--- config.mk ---
export PLATFORM = sky130hd
export DESIGN_NAME = vga_box_gen
export DESIGN_NICKNAME = d
export VERILOG_FILES = /design/src/rtl/vga_box_gen_pkg.sv /design/src/rtl/vga_box_gen_box_axis.sv /design/src/rtl/vga_box_gen.sv
export SDC_FILE = /design/constraint.sdc
export NUM_CORES = 1
export LEC_CHECK = 0
export CELL_PAD_IN_SITES_DETAIL_PLACEMENT = 1
export CELL_PAD_IN_SITES_GLOBAL_PLACEMENT = 2
export CORE_MARGIN = 2
export CORE_UTILIZATION = 34
export CTS_CLUSTER_DIAMETER = 120
export CTS_CLUSTER_SIZE = 8
export DETAILED_ROUTE_END_ITERATION = 8
export DONT_BUFFER_PORTS = 1
export PLACE_DENSITY_LB_ADDON = 0.08
export SYNTH_ARGS = -nofsm -noshare
export SYNTH_HDL_FRONTEND = slang
export SYNTH_SLANG_ARGS = --single-unit
--- constraint.sdc ---
create_clock -name clk -period 3.25 [get_ports clk]
set_clock_uncertainty 0.1 [all_clocks]
set_input_delay 0.65 -clock clk [delete_from_list [all_inputs] [get_ports clk]]
set_output_delay 0.65 -clock clk [all_outputs]
set_load 0.03 [all_outputs]
--- src/rtl/vga_box_gen_pkg.sv ---
// Shared VGA timing and colour constants, plus the types used by the box generator.
// Also used by the sync generator so both agree on the visible area.
package vga_box_gen_pkg;

    localparam int HD   = 640;
    localparam int H_FP = 16;
    localparam int H_BP = 48;
    localparam int H_RT = 96;
    localparam int VD   = 480;
    localparam int V_FP = 10;
    localparam int V_BP = 33;
    localparam int V_RT = 2;

    localparam logic [2:0] BLACK   = 3'b000;
    localparam logic [2:0] BLUE    = 3'b001;
    localparam logic [2:0] GREEN   = 3'b010;
    localparam logic [2:0] CYAN    = 3'b011;
    localparam logic [2:0] RED     = 3'b100;
    localparam logic [2:0] MAGENTA = 3'b101;
    localparam logic [2:0] YELLOW  = 3'b110;
    localparam logic [2:0] WHITE   = 3'b111;

    typedef enum logic {
        DIR_POS = 1'b0,
        DIR_NEG = 1'b1
    } dir_e;

    typedef struct packed {
        logic hit;
        logic video_on;
        logic hsync;
        logic vsync;
    } stage1_t;

endpackage

--- src/rtl/vga_box_gen_box_axis.sv ---
// One axis of the bouncing box: position and direction, stepped once per enabled frame.
// Clamps exactly onto the edge when the next step would reach or cross it.
module box_axis
    import vga_box_gen_pkg::*;
#(
    parameter int LIMIT = HD,
    parameter int SIZE  = 16,
    parameter int SPEED = 2,
    parameter int P0    = 0
) (
    input  logic       clk,
    input  logic       reset,
    input  logic       step,
    output logic [9:0] pos,
    output dir_e       dir
);

    localparam logic [10:0] POS_MAX = 11'(LIMIT - SIZE);
    localparam logic [10:0] STEP    = 11'(SPEED);

    logic [9:0]  pos_q, pos_d;
    dir_e        dir_q, dir_d;
    logic [10:0] pos_ext, pos_inc;

    assign pos_ext = {1'b0, pos_q};
    assign pos_inc = pos_ext + STEP;

    always_comb begin
        pos_d = pos_q;
        dir_d = dir_q;
        if (step) begin
            if (dir_q == DIR_POS) begin
                if (pos_inc >= POS_MAX) begin
                    pos_d = POS_MAX[9:0];
                    dir_d = DIR_NEG;
                end else begin
                    pos_d = pos_inc[9:0];
                end
            end else begin
                if (pos_ext <= STEP) begin
                    pos_d = '0;
                    dir_d = DIR_POS;
                end else begin
                    pos_d = pos_q - STEP[9:0];
                end
            end
        end
    end

    always_ff @(posedge clk) begin
        if (reset) begin
            pos_q <= 10'(P0);
            dir_q <= DIR_POS;
        end else begin
            pos_q <= pos_d;
            dir_q <= dir_d;
        end
    end

    assign pos = pos_q;
    assign dir = dir_q;

endmodule

--- src/rtl/vga_box_gen.sv ---
// Bouncing-box pixel stage behind the VGA sync generator: colour and syncs share
// a two-stage p_tick pipeline; position and colour change only at the start of vblank.
module vga_box_gen
    import vga_box_gen_pkg::*;
#(
    parameter int         HD       = vga_box_gen_pkg::HD,
    parameter int         VD       = vga_box_gen_pkg::VD,
    parameter int         SIZE     = 16,
    parameter int         SPEED    = 2,
    parameter int         X0       = 312,
    parameter int         Y0       = 232,
    parameter logic [2:0] BG_COLOR = BLUE
) (
    input  logic       clk,
    input  logic       reset,
    input  logic       p_tick,
    input  logic       video_on,
    input  logic [9:0] pixel_x,
    input  logic [9:0] pixel_y,
    input  logic       hsync_in,
    input  logic       vsync_in,
    input  logic [2:0] color_sel,
    input  logic       pause,
    output logic       hsync,
    output logic       vsync,
    output logic [2:0] rgb,
    output logic [9:0] box_x,
    output logic [9:0] box_y
);

    logic    frame_tick, move;
    dir_e    dir_x, dir_y;
    logic    dir_unused;
    logic    hit;
    logic [2:0] color_q, color_d;
    stage1_t s1_q, s1_d;
    logic [2:0] rgb_q, rgb_d;
    logic    hsync_q, hsync_d, vsync_q, vsync_d;

    assign frame_tick = p_tick && (pixel_x == 10'd0) && (pixel_y == 10'(VD));
    assign move       = frame_tick && !pause;

    box_axis #(.LIMIT(HD), .SIZE(SIZE), .SPEED(SPEED), .P0(X0)) u_axis_x (
        .clk   (clk),
        .reset (reset),
        .step  (move),
        .pos   (box_x),
        .dir   (dir_x)
    );

    box_axis #(.LIMIT(VD), .SIZE(SIZE), .SPEED(SPEED), .P0(Y0)) u_axis_y (
        .clk   (clk),
        .reset (reset),
        .step  (move),
        .pos   (box_y),
        .dir   (dir_y)
    );

    // Direction is internal to each axis; nothing downstream needs it.
    assign dir_unused = (dir_x == DIR_NEG) ^ (dir_y == DIR_NEG);

    assign hit = ({1'b0, pixel_x} >= {1'b0, box_x}) &&
                 ({1'b0, pixel_x} <  {1'b0, box_x} + 11'(SIZE)) &&
                 ({1'b0, pixel_y} >= {1'b0, box_y}) &&
                 ({1'b0, pixel_y} <  {1'b0, box_y} + 11'(SIZE));

    always_comb begin
        color_d = color_q;
        s1_d    = s1_q;
        rgb_d   = rgb_q;
        hsync_d = hsync_q;
        vsync_d = vsync_q;
        if (frame_tick) begin
            color_d = color_sel;
        end
        if (p_tick) begin
            s1_d = '{hit: hit, video_on: video_on, hsync: hsync_in, vsync: vsync_in};
            if (!s1_q.video_on)  rgb_d = BLACK;
            else if (s1_q.hit)   rgb_d = color_q;
            else                 rgb_d = BG_COLOR;
            hsync_d = s1_q.hsync;
            vsync_d = s1_q.vsync;
        end
    end

    always_ff @(posedge clk) begin
        if (reset) begin
            color_q <= WHITE;
            s1_q    <= '0;
            rgb_q   <= '0;
            hsync_q <= 1'b0;
            vsync_q <= 1'b0;
        end else begin
            color_q <= color_d;
            s1_q    <= s1_d;
            rgb_q   <= rgb_d;
            hsync_q <= hsync_d;
            vsync_q <= vsync_d;
        end
    end

    assign rgb   = rgb_q;
    assign hsync = hsync_q;
    assign vsync = vsync_q;

endmodule

==> metrics.cfg <==
[setup_path]
cp_data_arrival_time_ns=2.75
critPathRequiredTime_ns=3.35
cp_max_fo=8
worst_path_largest_cell_delay_ns=0.56
rr_startpoint=u_axis_y.pos[4]
start_kind=flop
crit_family=compound AO/OA/AOI/OAI gates
cp-end-kind=flop
cp_num_buf_inv=0
path_cells=ha_1, nand3_1, xnor2_1, ha_1, a2111oi_0, a21oi_1, o31ai_1
critPathKind=reg -> reg
cp-startpoint=u_axis_y.pos[4]
cp_common_cell=ha_1
cp_slowest_cell=dfxtp_1

[clock_tree]
clock_latency_ns=0.28
hold_buffers=0
cts_tree=yes
cts_resized=0
clockRootBuffer=clkbuf_8
cts_buffer_depth=2
post_cts_buffers=0
htree_levels=2
cts_buffers=5
clk_pin_slew_worst_paths_ns=0.08
cts.sinks=32

[yosys]
synth_edf_count=0
syn_area_sq_mm=0.00330
yosysSeqAreaShare_pct=19.4
async_flop_share_pct=0
yosysWarnings=0
avgSynthCellArea_sq_um=8.06
ys_ff_latch=32
synthFlopType=dfxtp_1
synth.distinct_cells=68
netlist_instances=410

[cells_and_area]
area_growth_pct=8.41
nets=485
drive_gt1_share_pct=12.5
post-route-util_pct=38.4
antenna_cells=0

[grt]
grt_busiest_layer=met2
grt_max_degree=35
grt_util_met2_pct=36.2
grt_util_met3_pct=2.92
antenna_found_initial=0
grtUsageMet1_pct=29.1
grt_use_total_pct=21.7
grt_pass1_vias=3210
grt_overflow=0
grt_pass1_wl_um=17800

[sta]
rsz0062_at_grt=false
finalHoldViolCount=0
setup_viol=0
fmaxAchievable_mhz=377
tns_ns=0
holdWs_ns=0.330
worst_pin_slew_ns=0.843
post-route-period-util_pct=81.6
relSlewSlack_pct=43.8
setup_slack_ns=0.598
min_period_ns=2.65
drv_slew=0

[pwr]
p_per_area_mw_per_mm2=218
p_leak_nw=1.33
ir_worst_vdd_mv=0.135

[outcome]
status=complete, no violations

[floorplanning]
fp.dieH_um=103
rows=35
core-area_sq_mm=0.00933
die-area_sq_mm=0.0105
die_w_um=103
io_pins=55
start_util_pct=35.4

[placement]
io_buffers=0
hpwl_um=8470
post-place-ws_ns=0.630
gp_congestion=0.822

[drt]
num_vias=3155
wirelength_um=10800
drt-initial-drc-count=110
antenna_left=0
drt_pass1_iterations=4
viasPerCell=5.79
drcViolationCount=0
post_drt_wl_per_cell_um=19.9

[min_path]
hold_class=in -> reg
hold_start=reset

[run]
cap_viol_max_count=0

[worst paths after layout]
kind / to / slack (ns) / depth (start not counted)
worst max-delay path: s1_q[3] / 0.60 / 7
worst min-delay path: u_axis_x.pos[1] / 0.33 / 1
worst max register to register: s1_q[3] / 0.60 / 7
worst min register to register: rgb[2] / 0.39 / 2
[sequential cells by signal, summed over array words and instances (netlist names)]
register	flops
u_axis_x.pos	9
u_axis_y.pos	9
s1_q	4
color_q	3
rgb	3
hsync	1
u_axis_x.dir	1
u_axis_y.dir	1
vsync	1
[cells in the mapped netlist, types with 3 or more instances]
| library cell | number | area share, % |
|---|---|---|
| a211o_1 | 4 | 1.1 |
| a211oi_1 | 4 | 0.91 |
| a21o_1 | 5 | 1.1 |
| a21oi_1 | 32 | 4.8 |
| a221o_1 | 4 | 1.2 |
| a221oi_1 | 4 | 1.1 |
| a31oi_1 | 5 | 0.95 |
| and3_1 | 3 | 0.57 |
| buf_2 | 8 | 1.2 |
| buf_4 | 6 | 1.4 |
| buf_6 | 3 | 1.0 |
| clkbuf_1 | 8 | 0.91 |
| dfxtp_1 | 32 | 19 |
| ha_1 | 40 | 15 |
| inv_1 | 24 | 2.7 |
| mux2i_1 | 6 | 1.8 |
| nand2_1 | 15 | 1.7 |
| nand2b_1 | 9 | 1.7 |
| nand3_1 | 21 | 3.2 |
| nand4_1 | 9 | 1.7 |
| nor2_1 | 30 | 3.4 |
| nor2b_1 | 7 | 1.3 |
| nor3_1 | 8 | 1.2 |
| nor4_1 | 3 | 0.57 |
| nor4b_2 | 4 | 1.8 |
| o211ai_1 | 5 | 1.1 |
| o21a_1 | 7 | 1.6 |
| o21ai_0 | 23 | 3.5 |
| o21ai_1 | 5 | 0.76 |
| o22ai_1 | 5 | 0.95 |
| o31ai_1 | 5 | 1.1 |
| or3_1 | 5 | 0.95 |
| xnor2_1 | 12 | 3.2 |
[stage by stage]
step                cells  power (W)  cell area, sq um
detailed placement    537   0.000463              3490
finish                545   0.000782              3580
CTS                   545   0.000794              3580
global route          545   0.000826              3580
global placement      537   0.000462              3490
floorplan             411   0.000461              3310
[layout make-up]
| cell class | instances | area [sq um] |
|---|---|---|
| Clock buffer | 6 | 82.6 |
| Clock inverter | 2 | 10.0 |
| Fill cell | 1164 | 5750 |
| Inverter | 24 | 90.1 |
| Multi-Input combinational cell | 329 | 2420 |
| Sequential cell | 32 | 641 |
| Tap cell | 129 | 161 |
| Timing Repair Buffer | 23 | 173 |
[worst reg2reg max path, delay by kind of cell (launching register included)]
kind            cells  cell delay, ns
fa+ha+maj           2            0.64
xor+xnor            1            0.16
simple gates        1            0.12
compound gates      3            0.99
flops               1            0.56
[metal layers]
| metal | routed length, um | share of wire [%] |
|---|---|---|
| met1 | 5050 | 47 |
| met2 | 5150 | 48 |
| met3 | 321 | 3.0 |
| met4 | 315 | 2.9 |
| met5 | 0 | 0 |
[kinds of logic after synthesis]
group | count (synthesis) | share of synthesized area, %
simple gates | 138 | 26.1
flops | 32 | 19.4
mux | 6 | 1.82
compound gates | 131 | 26.9
buf+inv | 50 | 7.35
other cells | 1 | 0.114
fa+ha+maj | 40 | 15.2
xor+xnor | 12 | 3.18
[power by group]
group          internal, W  total (W)  switching, W
Sequential        0.000396   0.000401    0.00000554
Combinational    0.0000271  0.0000528     0.0000257
Clock             0.000169   0.000328      0.000159
[placed cells by master (no fill, tap or decap), drive strengths merged, types with 7 or more instances in the layout]
master and count:
nand2b 9, dfxtp 32, xnor2 12, nor4b 8, nand2 17, nor2 30
buf 23, nand4 11, a21oi 32, nor3 10, nand3 21, ha 40
o21a 7, nor2b 7, o21ai 30, inv 24
(Power assumes the default switching activity.)
